==> src/rtl/sfr_mc.sv <==
// sfr_mc: register block for a multi-core tile with per-core resets, an MSI FIFO, a cycle counter and a scratch register.
// Optional macro SFR_MC_CYCLE_SNAPSHOT_EN: CYCLE_HI returns cycle[63:32] as latched by the last CYCLE_LO read.
module sfr_mc #(
    parameter int unsigned CORENUM            = 0,
    parameter int unsigned NUM_CORES          = 1,
    parameter bit          CPU_RESET_DEFAULT  = 1'b0,
    parameter int unsigned IRQ_NUM_POW        = 4,
    parameter int unsigned MSI_FIFO_DEPTH_POW = 2,
    // Power-on value of the cycle counter; nonzero values let a 32-bit carry be reached quickly.
    parameter logic [63:0] CYCLE_INIT         = 64'd0
) (
    input  logic                        clk_i,
    input  logic                        rst_i,
    input  logic                        host_req_i,
    input  logic                        host_we_i,
    input  logic [31:0]                 host_addr_bi,
    input  logic [31:0]                 host_wdata_bi,
    output logic                        host_ack_o,
    output logic                        host_resp_o,
    output logic [31:0]                 host_rdata_bo,
    output logic [NUM_CORES-1:0]        cpu_reset_o,
    output logic                        msi_req_o,
    output logic [2**IRQ_NUM_POW-1:0]   msi_code_bo,
    input  logic                        msi_ack_i
);

    localparam int unsigned      CODE_W  = 2 ** IRQ_NUM_POW;
    localparam int unsigned      DEPTH   = 2 ** MSI_FIFO_DEPTH_POW;
    localparam int unsigned      PTR_W   = MSI_FIFO_DEPTH_POW;
    localparam int unsigned      LVL_W   = MSI_FIFO_DEPTH_POW + 1;
    localparam logic [LVL_W-1:0] DEPTH_L = LVL_W'(DEPTH);
    localparam logic [31:0]      IDCODE  = 32'h5F52_0002;

    localparam logic [7:0] ADDR_IDCODE   = 8'h00;
    localparam logic [7:0] ADDR_CTRL     = 8'h04;
    localparam logic [7:0] ADDR_CORENUM  = 8'h08;
    localparam logic [7:0] ADDR_MSI      = 8'h0C;
    localparam logic [7:0] ADDR_MSI_STAT = 8'h10;
    localparam logic [7:0] ADDR_CYCLE_LO = 8'h14;
    localparam logic [7:0] ADDR_CYCLE_HI = 8'h18;
    localparam logic [7:0] ADDR_SCRATCH  = 8'h1C;

    // Handshakes: the host bus accepts a request in any cycle host_req_i is high (host_ack_o
    // mirrors it) and answers a read with a one-cycle host_resp_o pulse on the following cycle;
    // the MSI port presents msi_req_o/msi_code_bo while the FIFO holds an entry, and the head is
    // consumed on every clock edge where msi_req_o && msi_ack_i.
    logic [7:0]           addr;
    logic                 wr_en;
    logic                 rd_en;
    logic [31:0]          rd_data;
    logic [31:0]          cycle_hi_rd;
    logic [23:0]          unused_addr;

    logic [CODE_W-1:0]    fifo_mem [DEPTH];
    logic [PTR_W-1:0]     wr_ptr;
    logic [PTR_W-1:0]     rd_ptr;
    logic [LVL_W-1:0]     level;
    logic [31:0]          level_ext;
    logic [15:0]          drop_cnt;
    logic                 fifo_empty;
    logic                 fifo_full;
    logic                 msi_push;
    logic                 msi_pop;
    logic                 push_ok;
    logic                 msi_drop;
    logic                 stat_wr;

    logic [NUM_CORES-1:0] ctrl_q;
    logic [63:0]          cycle_q;
    logic [31:0]          scratch_q;

    assign addr        = host_addr_bi[7:0];
    assign unused_addr = host_addr_bi[31:8];
    assign wr_en       = host_req_i & host_we_i;
    assign rd_en       = host_req_i & ~host_we_i;
    assign host_ack_o  = host_req_i;

    assign fifo_empty  = (level == '0);
    assign fifo_full   = (level == DEPTH_L);
    assign level_ext   = 32'(level);
    assign msi_req_o   = ~fifo_empty;
    assign msi_code_bo = fifo_mem[rd_ptr];
    assign msi_pop     = ~fifo_empty & msi_ack_i;
    assign msi_push    = wr_en & (addr == ADDR_MSI);
    // A pop on the same edge frees the slot, so a push into a full FIFO is only lost without one.
    assign push_ok     = msi_push & (~fifo_full | msi_pop);
    assign msi_drop    = msi_push & fifo_full & ~msi_pop;
    assign stat_wr     = wr_en & (addr == ADDR_MSI_STAT);

`ifdef SFR_MC_CYCLE_SNAPSHOT_EN
    logic [31:0] cycle_hi_shadow;

    always_ff @(posedge clk_i or posedge rst_i) begin
        if (rst_i) begin
            cycle_hi_shadow <= '0;
        end else if (rd_en && addr == ADDR_CYCLE_LO) begin
            cycle_hi_shadow <= cycle_q[63:32];
        end
    end

    assign cycle_hi_rd = cycle_hi_shadow;
`else
    assign cycle_hi_rd = cycle_q[63:32];
`endif

    always_comb begin
        rd_data = '0;
        case (addr)
            ADDR_IDCODE:   rd_data = IDCODE;
            ADDR_CTRL:     rd_data = 32'(ctrl_q);
            ADDR_CORENUM:  rd_data = 32'(CORENUM);
            ADDR_MSI_STAT: rd_data = {drop_cnt, 8'h00, fifo_full, fifo_empty, 1'b0, level_ext[4:0]};
            ADDR_CYCLE_LO: rd_data = cycle_q[31:0];
            ADDR_CYCLE_HI: rd_data = cycle_hi_rd;
            ADDR_SCRATCH:  rd_data = scratch_q;
            default:       rd_data = '0;
        endcase
    end

    always_ff @(posedge clk_i or posedge rst_i) begin
        if (rst_i) begin
            host_resp_o   <= 1'b0;
            host_rdata_bo <= '0;
        end else begin
            host_resp_o <= rd_en;
            if (rd_en) begin
                host_rdata_bo <= rd_data;
            end
        end
    end

    // Cores stay held in reset while rst_i is high, whatever the CTRL default is.
    always_ff @(posedge clk_i or posedge rst_i) begin
        if (rst_i) begin
            ctrl_q      <= {NUM_CORES{CPU_RESET_DEFAULT}};
            cpu_reset_o <= '1;
            scratch_q   <= '0;
            cycle_q     <= CYCLE_INIT;
        end else begin
            cpu_reset_o <= ctrl_q;
            cycle_q     <= cycle_q + 64'd1;
            if (wr_en && addr == ADDR_CTRL) begin
                ctrl_q <= host_wdata_bi[NUM_CORES-1:0];
            end
            if (wr_en && addr == ADDR_SCRATCH) begin
                scratch_q <= host_wdata_bi;
            end
        end
    end

    always_ff @(posedge clk_i or posedge rst_i) begin
        if (rst_i) begin
            wr_ptr   <= '0;
            rd_ptr   <= '0;
            level    <= '0;
            drop_cnt <= '0;
            for (int i = 0; i < DEPTH; i++) begin
                fifo_mem[i] <= '0;
            end
        end else begin
            if (push_ok) begin
                fifo_mem[wr_ptr] <= host_wdata_bi[CODE_W-1:0];
                wr_ptr           <= wr_ptr + 1'b1;
            end
            if (msi_pop) begin
                rd_ptr <= rd_ptr + 1'b1;
            end
            if (push_ok && !msi_pop) begin
                level <= level + 1'b1;
            end else if (!push_ok && msi_pop) begin
                level <= level - 1'b1;
            end
            // A clear coinciding with a drop leaves that drop counted.
            if (stat_wr) begin
                drop_cnt <= msi_drop ? 16'd1 : 16'd0;
            end else if (msi_drop && drop_cnt != 16'hFFFF) begin
                drop_cnt <= drop_cnt + 16'd1;
            end
        end
    end

endmodule
==> config.mk <==
export PLATFORM = sky130hd
export DESIGN_NAME = sfr_mc
export DESIGN_NICKNAME = d
export VERILOG_FILES = /design/src/rtl/sfr_mc.sv
export SDC_FILE = /design/constraint.sdc
export NUM_CORES = 1
export LEC_CHECK = 0
export CORE_ASPECT_RATIO = 0.75
export CORE_MARGIN = 10
export CORE_UTILIZATION = 55
export CTS_CLUSTER_SIZE = 8
export DETAILED_ROUTE_END_ITERATION = 16
export GPL_TIMING_DRIVEN = 0
export PLACE_DENSITY = 0.9
export SYNTH_ARGS = -nofsm -noshare
export SYNTH_HDL_FRONTEND = slang
export SYNTH_SLANG_ARGS = --single-unit
export TNS_END_PERCENT = 100
==> constraint.sdc <==
create_clock -name clk_i -period 10.25 [get_ports clk_i]
set_input_delay 1.5375 -clock clk_i [delete_from_list [all_inputs] [get_ports clk_i]]
set_output_delay 1.5375 -clock clk_i [all_outputs]
set_load 0.1 [all_outputs]
---- Word level (Yosys, flattened, before mapping) ----
Cells that the tools add are included.
storage, ports and cells
  register bits ........................... 218
  input bits .............................. 69
  output and inout port bits .............. 52
  logic and storage cells ................. 70
operators by class
  $add $sub $neg .......................... 6
  $lt $le $gt $ge ......................... 3
  equal/unequal tests ..................... 8
  mux-type cells .......................... 12
  bitwise operators ....................... 15
  reduce and logical (&&, ||, !) cells .... 12
operators by type and width
  kind                                                                  count
  32-bit one-hot mux with 6 select lines                                1
  16-bit 2-to-1 mux                                                     5
  64-bit by 1-bit adder with 64-bit output, second input constant       1
  64-bit bitwise mux                                                    1
  16-bit binary-select mux with 2-bit select                            1
  16-bit demux with 2-bit select                                        1
  8-bit by 5-bit == test with 1-bit output, second input constant       4
  16-bit by 1-bit adder with 16-bit output, second input constant       1
  16-bit != test, second input constant                                 1
  1-bit bitwise AND                                                     8
  8-bit by 3-bit == test with 1-bit output, second input constant       1
  8-bit by 4-bit == test with 1-bit output, second input constant       1
  8-bit zero test                                                       1
  3-bit greater-or-equal comparator, second input constant              2
  1-bit logical AND                                                     6
  3-bit 2-to-1 mux                                                      2
  2-bit NOT with 3-bit output                                           2
  2-bit by 1-bit adder with 2-bit output, second input constant         2
  1-bit NOT                                                             4
  2-bit nonzero test                                                    2
  3-bit by 1-bit adder with 3-bit output, second input constant         1
  3-bit == test, second input constant                                  1
  3-bit zero test                                                       1
  3-bit by 1-bit < comparator with 1-bit output, second input constant  1
  other kinds (4)                                                       5

---- Depth between registers and ports, before layout ----
Gate-level depths: netlist of run 1.
  word-level depth ........................ 9
  depth in mapped cells ................... 10
  gate-level depth less buffers ........... 9

---- Least setup slack after synthesis of run 1 ----
Ideal clock, no wire load.
  kind .................................... input-to-reg
  from .................................... input host_addr_bi[3]
  to ...................................... register level[2]
  library setup time ...................... 79 ps
  arrival ................................. 3563 ps
  data required time ...................... 10171 ps
  setup slack ............................. 6607 ps
  stages on the path ...................... 10
  buffers on the path ..................... 3
  cells stage by stage .................... buf_2 -> buf_1 -> buf_1 -> and3_1 -> ha_1 -> inv_1 -> fa_1 -> xor2_1 -> nor2_1 -> xor2_1
between the ends
  cells in the longest elaborated chain, start to end .. 6
  elaborated cells between the ends (all ways) .. 8
  those cells by class .................... eq/ne: 1; mux: 1; bitwise: 2; reduce/logical: 4
ends and longest elaborated chain
  what                                          line  source
  start: declaration                            16    input logic [31:0] host_addr_bi,
  8-bit by 4-bit == test with 1-bit output (*)  84    assign msi_push = wr_en & (addr == ADDR_MSI);
  1-bit bitwise AND (*)                         84
  1-bit bitwise AND (*)                         86    assign push_ok = msi_push & (~fifo_full | msi_pop);
  net push_ok                                   64    logic push_ok;
  1-bit zero test                               170   end else if (!push_ok && msi_pop) begin
  1-bit logical AND                             170
  2-bit nonzero test (no source line)           n/a
  end signal: assignment                        169   level <= level + 1'b1;
  end signal: assignment                        171   level <= level - 1'b1;
  end: declaration                              57    logic [LVL_W-1:0] level;
Mark *: on every way through the listed nets, which the timed path passes. The rest lies on a longest branch.
A chain may end at the register's enable or synchronous reset.

---- Worst setup path in the final report of run 1 ----
  from .................................... register rd_ptr[1]
  to ...................................... output msi_code_bo[14]
between the ends
  cells in the longest elaborated chain, start to end .. 4
ends and longest elaborated chain
  what                                                  line  source
  start: declaration                                    56    logic [PTR_W-1:0] rd_ptr;
  start signal: assignment                              166   rd_ptr <= rd_ptr + 1'b1;
  2-bit NOT with 3-bit output (not written as such)     82    assign msi_code_bo = fifo_mem[rd_ptr];
  16-bit binary-select mux with 2-bit select            82
  16-bit 2-to-1 mux (not written as such) (2 in a row)  82
  end: declaration                                      23    output logic [2**IRQ_NUM_POW-1:0] msi_code_bo,
No other way between the ends. The select of a mux whose other input is x is not followed.

==> results.sh, run 1 <==
export IMPL_core_area_mm2=0.0184
export IMPL_hp_class="flip-flop to flip-flop"
export IMPL_path_max_fanout=10
export IMPL_max_cap_viol_count=0
export IMPL_drt_pass1_iter_count=7
export IMPL_wl_met1_um=11700
export IMPL_grt_total_usage_pct=21.2
export IMPL_slowest_delay_ps=990
export IMPL_rr_worst_depth=5
export IMPL_postCtsResizedCells=0
export IMPL_synth_area_leaders="dfrtp_1 (53%), mux2_2 (12%), mux4_2 (5.9%)"
export IMPL_final_setup_skew_ps=12.1
export IMPL_synth_main_ff_cell="dfrtp_1"
export IMPL_grt_pass1_wl_um=42100
export IMPL_place_inst=1166
export IMPL_fmax_mhz=189
export IMPL_htree_num_levels=1
export IMPL_fin_util_pct=67.2
export IMPL_drc_errors=0
export IMPL_critical_path_slowest_cell="clkdlybuf4s50_1"
export IMPL_finalPower_w=0.00201
export IMPL_routedWlPerCell_um=22.1
export IMPL_ir_drop_uv=138
export IMPL_antenna_found_initial=0
export IMPL_critPathArrivalTime_ps=3740
export IMPL_rsz0062_at_grt="false"
export IMPL_routed_top_layer="met4"
export IMPL_slew_headroom_pct=32.9
export IMPL_path_cells="clkbuf_1 > buf_1 > mux4_2 > clkdlybuf4s50_1"
export IMPL_start_util_pct=55.7
export IMPL_ys_seq_elements=218
export IMPL_start_kind="flip-flop"
export IMPL_tightestPinTransition_ps=1000
export IMPL_die_area_mm2=0.0245
export IMPL_place_congestion=0.962
export IMPL_tns_ps=0
export IMPL_dr_wl_met2_um=11900
export IMPL_hp_start="ctrl_q"
export IMPL_finalNonFillerCells=1211
export IMPL_finalHoldViolCount=0
export IMPL_r2r_setup_slack_ps=7520
export IMPL_hold_buffers=0
export IMPL_synth_yosys_seq_area_share_pct=53.3
export IMPL_cts_num_sinks=218
export IMPL_routed_wl_um=26800
export IMPL_antenna_left=0
export IMPL_layout_nets=1029
export IMPL_ys_async_sr_fraction_pct=100
export IMPL_synthesis_area_mm2=0.0102
export IMPL_layout_drive_gt1_share_pct=19.9
export IMPL_r2r_end="cycle_q[61]"
export IMPL_finalSetupViolCount=0
export IMPL_crit_path_end_kind="output pin"
export IMPL_gr_total_overflow=0
export IMPL_synth_cells=824
export IMPL_cts_path_max_buffers=3
export IMPL_cts_buffers=31
export IMPL_yosys_warnings=0
export IMPL_tritoncts="yes"
export IMPL_vias=7454
export IMPL_insertion_delay_ps=540
export IMPL_die_height_um=138
export IMPL_min_period_ps=5280
export IMPL_synth_common_cells="dfrtp_1 (217), mux2_2 (108), nand2_1 (54)"
export IMPL_clkTransAtPathRegs_ps=50
export IMPL_hold_depth=0
export IMPL_p_per_area_mw_per_mm2=162
export IMPL_synth_nets=901
export IMPL_port_buffers=94
export IMPL_synth_top_area_cell="dfrtp_1"
export IMPL_yosysMostFrequentCell="dfrtp_1"
export IMPL_post_cts_buffers=0
export IMPL_synth_edf_count=0
export IMPL_synth_cell_types=51
export IMPL_drtIter0Drc=788
export IMPL_hold_end="cpu_reset_o"
export IMPL_critical_path_required_ps=8710
export IMPL_grt_start_max_net_pins=117
export IMPL_avgSynthCellArea_um2=12.4
export IMPL_area_delta_synth_final_pct=20.7
export IMPL_wl_met3_um=2590
export IMPL_status="finished, final reports clean"
export IMPL_criticalPathCategory="flip-flop to output pin"
export IMPL_avgViaCountPerCell=6.16
export IMPL_leakage_nw=5.62
export IMPL_post_dp_hpwl_um=18900
export IMPL_diodes=0
export IMPL_grt_pass1_vias=7690
export IMPL_timing_rr_start="cycle_q[6]"
export IMPL_rows=43
export IMPL_period_share_pct=51.5
export IMPL_root_buffer="clkbuf_16"
export IMPL_io_pins=121
export IMPL_synth_top_area_share_pct=53.0
export IMPL_finalMaxSlewViolations=0
export IMPL_die_width_um=178
==> registers in the layout, summed over array words and instances (netlist names) <==
signal	flops
cpu_reset_o	1
host_rdata_bo	32
ctrl_q	1
drop_cnt	16
fifo_mem	64
wr_ptr	2
level	3
scratch_q	32
cycle_q	64
host_resp_o	1
rd_ptr	2
==> report_power, final <==
part	leakage, nW	internal (W)	switching [W]
clock network	0.405	0.000544	0.000352
registers	3.00	0.000880	0.0000171
logic	2.22	0.0000834	0.000131
==> logic make-up (layout without fill, tap and decap cells) <==
group           count (synthesis)  after routing  share of synthesized area, %
mux                           148            148                          19.1
compound gates                 70             70                          4.92
simple gates                  248            248                          12.7
fa+ha+maj                       8              8                          1.05
xor+xnor                       80             80                          6.84
buf+inv                        52            192                          2.09
flops                         218            218                          53.3
==> worst max-delay path by stage <==
| stage | slack, ps | endpoint | from | cells after the start |
|---|---|---|---|---|
| after floorplan | 2750 | ctrl_q | rst_i | 1 |
| after global placement | 140 | host_rdata_bo[10] | rst_i | 2 |
| after detailed placement | 5400 | host_ack_o | host_req_i | 3 |
| after CTS | 4910 | msi_code_bo[14] | rd_ptr[1] | 4 |
| after global routing | 4760 | msi_code_bo[14] | rd_ptr[1] | 4 |
| final | 4970 | msi_code_bo[14] | rd_ptr[1] | 4 |
==> placed cells by master, fill, tap and decap left out, drive strengths merged, types with 2 or more instances in the layout <==
cell	count
nor2b	7
and3	12
a22o	12
or3	4
nand2b	2
mux2	109
nand4	28
inv	14
nor3b	3
xor2	36
mux2i	12
nor4	13
xnor2	44
o21ai	5
nor3	28
dfrtp	217
clkdlybuf4s50	94
nand3	30
and4	6
nor4b	2
buf	22
nand2	54
or4	2
a21oi	19
a22oi	11
or4b	2
mux4	27
a221o	9
o31ai	11
clkbuf	61
and2	3
ha	7
nor2	48
==> cell type report <==
class / instances / area [um^2]
fill: 1321 / 6030
sequential: 218 / 5460
multi-input combinational: 554 / 4570
timing repair buffer: 95 / 968
clock buffer: 43 / 821
tap: 247 / 309
buffer: 39 / 165
inverter: 13 / 56.3
clock inverter: 2 / 17.5
==> per-stage QoR <==
stage / hold WS, ps / instance area [um^2] / worst slack [ps]
2_1_floorplan: 371 / 10200 / 2750
3_3_place_gp: 407 / 11500 / 135
3_5_place_dp: 413 / 11500 / 5400
4_1_cts: 419 / 12400 / 4910
5_1_grt: 429 / 12400 / 4760
6_report: 422 / 12400 / 4970
==> layer usage <==
metal,vias to the layer above,GRT usage (%)
met5,-,0
met4,0,5.69
met3,51,5.63
met2,377,31.6
met1,3772,30.0
li1,3254,-
==> critical path, delay by kind of cell, from the launching register on <==
kind / cells / cell delay, ps
flip-flops: 1 / 310
multiplexers: 1 / 640
buffers and inverters: 3 / 2240
Note: power is estimated with default switching activity, not from simulation.
==> inputs of run 2 (changes only) <==
--- a/config.mk
+++ b/config.mk
@@ -7,11 +7,11 @@
 export LEC_CHECK = 0
 export CORE_ASPECT_RATIO = 0.75
 export CORE_MARGIN = 10
-export CORE_UTILIZATION = 55
+export CORE_UTILIZATION = 51
 export CTS_CLUSTER_SIZE = 8
 export DETAILED_ROUTE_END_ITERATION = 16
 export GPL_TIMING_DRIVEN = 0
-export PLACE_DENSITY = 0.9
+export PLACE_DENSITY = 0.88
 export SYNTH_ARGS = -nofsm -noshare
 export SYNTH_HDL_FRONTEND = slang
 export SYNTH_SLANG_ARGS = --single-unit
==> constraint.sdc (replaced) <==
create_clock -name clk_i -period 4.52 [get_ports clk_i]
set_input_delay 0.678 -clock clk_i [delete_from_list [all_inputs] [get_ports clk_i]]
set_output_delay 0.678 -clock clk_i [all_outputs]
set_load 0.1 [all_outputs]
==> run 2 against run 1 <==
Clock skew up 12 ps. Worst setup slack worse by 4700 ps. Flip-flop and latch count unchanged. Non-clock buffer count up 4. Combinational power up 130%. First-iteration DRC count up 14%. Wire length up 0.16%. Critical path depth unchanged. Sequential power up 130%. Cell count up 0.91%. Total power up 130%. Largest cell class unchanged. Largest power group unchanged.
==> results.sh, run 2 (synthesis gave the netlist of run 1 again) <==
export IMPL_path_max_fanout=10
export IMPL_antenna_found_initial=0
export IMPL_layout_commonest_cell="dfrtp_1"
export IMPL_slew_headroom_pct=26.8
export IMPL_critPathArrivalTime_ps=3560
export IMPL_final_setup_skew_ps=23.7
export IMPL_area_delta_synth_final_pct=21.5
export IMPL_htree_num_levels=1
export IMPL_cts_path_max_buffers=3
export IMPL_critical_path_slowest_cell="clkdlybuf4s50_1"
export IMPL_grt_pass1_wl_um=42700
export IMPL_final_cell_mix="dfrtp_1 (217), mux2_2 (108), clkdlybuf4s50_1 (94)"
export IMPL_diodes=0
export IMPL_grt_start_max_net_pins=42
export IMPL_critPathBufInv=3
export IMPL_rsz0062_at_grt="false"
export IMPL_fill_cells=1378
export IMPL_p_per_area_mw_per_mm2=366
export IMPL_hp_class="flip-flop to flip-flop"
export IMPL_tritoncts="yes"
export IMPL_finalHoldViolCount=0
export IMPL_avgViaCountPerCell=6.13
export IMPL_finalPower_w=0.00456
export IMPL_cts_buffers=31
export IMPL_leakage_nw=5.65
export IMPL_tns_ps=0
export IMPL_final_area_mm2=0.0124
export IMPL_start_util_pct=52.4
export IMPL_drt_pass1_iter_count=5
export IMPL_max_cap_viol_count=0
export IMPL_die_height_um=143
export IMPL_period_share_pct=93.8
export IMPL_root_buffer="clkbuf_16"
export IMPL_p_comb_share_pct=10.9
export IMPL_die_area_mm2=0.0262
export IMPL_critPathMostFrequentCell="clkbuf_1"
export IMPL_routedWlPerCell_um=22.0
export IMPL_clkTransAtPathRegs_ps=50
export IMPL_cts_num_sinks=218
export IMPL_seq_power_share_pct=44.6
export IMPL_tightestPinTransition_ps=1090
export IMPL_seq_area_mm2=0.00546
export IMPL_layout_drive_gt1_share_pct=20.2
export IMPL_finalMaxSlewViolations=0
export IMPL_grt_pass1_vias=7687
export IMPL_worstSetupPathDepth=4
export IMPL_rr_worst_depth=5
export IMPL_switching_share_pct=24.8
export IMPL_drc_errors=0
export IMPL_grt_total_usage_pct=20.4
export IMPL_io_pins=121
export IMPL_fmax_mhz=236
export IMPL_cp_top_family="buffers and inverters"
export IMPL_hold_buffers=0
export IMPL_gr_total_overflow=0
export IMPL_port_buffers=94
export IMPL_routed_wl_um=26900
export IMPL_die_width_um=184
export IMPL_multiInputGateArea_mm2=0.00457
export IMPL_internal_power_w=0.00343
export IMPL_min_period_ps=4240
export IMPL_critical_path_required_ps=3840
export IMPL_finalNonFillerCells=1222
export IMPL_start_kind="flip-flop"
export IMPL_antenna_left=0
export IMPL_clockPowerShare_pct=44.5
export IMPL_slowest_delay_ps=1140
export IMPL_rows=44
export IMPL_core_area_mm2=0.0195
export IMPL_post_dp_hpwl_um=19300
export IMPL_path_cells="clkbuf_1 > clkbuf_1 > mux4_2 > clkdlybuf4s50_1"
export IMPL_placed_cell_area_mm2=0.0116
export IMPL_criticalPathCategory="flip-flop to output pin"
export IMPL_vias=7493
export IMPL_drtIter0Drc=901
export IMPL_crit_path_end_kind="output pin"
export IMPL_insertion_delay_ps=540
export IMPL_place_inst=1176
export IMPL_post_cts_buffers=0
export IMPL_place_congestion=0.901
export IMPL_finalSetupViolCount=0
export IMPL_layout_nets=1033
export IMPL_whs_ps=417
export IMPL_status="finished, final reports clean"
export IMPL_hold_depth=0
export IMPL_ir_drop_uv=289
export IMPL_p_sw_w=0.00113
export IMPL_reg_top3="cycle_q: 64 flops, fifo_mem: 64 flops"
## run 2: cell count changes in the layout (fill, tap and decap cells not counted), sizes merged
cell / delta
clkinv: -1
clkinvlp: +2
inv: -2
clkbuf: +3
buf: +3
## run 2: path summary, 6_finish.rpt
| check | from | endpoint | slack (ps) |
|---|---|---|---|
| setup / recovery | rd_ptr[0] | msi_code_bo[14] | 280 |
| hold / removal | ctrl_q | cpu_reset_o | 420 |
| setup reg to reg | cycle_q[7] | cycle_q[49] | 1820 |
| hold reg to reg | ctrl_q | cpu_reset_o | 420 |
| max in group asynchronous | rst_i | host_rdata_bo[5] | 2790 |
| min in group asynchronous | rst_i | scratch_q[1] | 560 |
## run 2: worst reg2reg max path: stages (launching register included)
cell,delay [ps]
dfrtp_1,440
nand3_1,240
nor4_2,810
nand4_1,560
nor3_1,370
xor2_1,210
## run 2: metrics by stage
stage | setup slack, ps | util, %
floorplan | 1000 | -
global placement | -582 | 58.9
detailed placement | 621 | 59.4
CTS | 48.0 | 63.6
global route | 142 | 63.7
finish | 278 | 63.7
## run 2: area by class of cell
cell class	count	share of cell area, %
flip-flops and latches	218	43.9
inverters	13	0.422
plain buffers	39	1.34
repair buffers	99	8.37
well taps	253	2.54
clock buffers	45	6.66
clock inverters	1	0.0603
multi-input cells	554	36.7
## run 2: repair_timing
| item | CTS | global route |
|---|---|---|
| endpoints found under the setup margin | 0 | 9 |
| gates resized for setup | 0 | 2 |
| endpoints found under the hold margin | 0 | 0 |
## run 2: routing by layer
metal	GRT usage, %	routed length [um]	vias to the layer above	share of wire, %
li1	-	-	3266	-
met1	28.4	11700	3808	44
met2	31.1	12200	374	45
met3	5.50	2510	45	9.4
met4	4.60	500	0	1.9
met5	0	0	-	0
## run 2: power by group through the flow
stage          combinational (W)  clock (W)  sequential, W
6_report                0.000495    0.00203        0.00203
4_1_cts                 0.000502    0.00206        0.00203
3_3_place_gp            0.000471          0        0.00206
2_1_floorplan           0.000323          0        0.00207
3_5_place_dp            0.000498          0        0.00206
5_1_grt                 0.000536    0.00215        0.00203
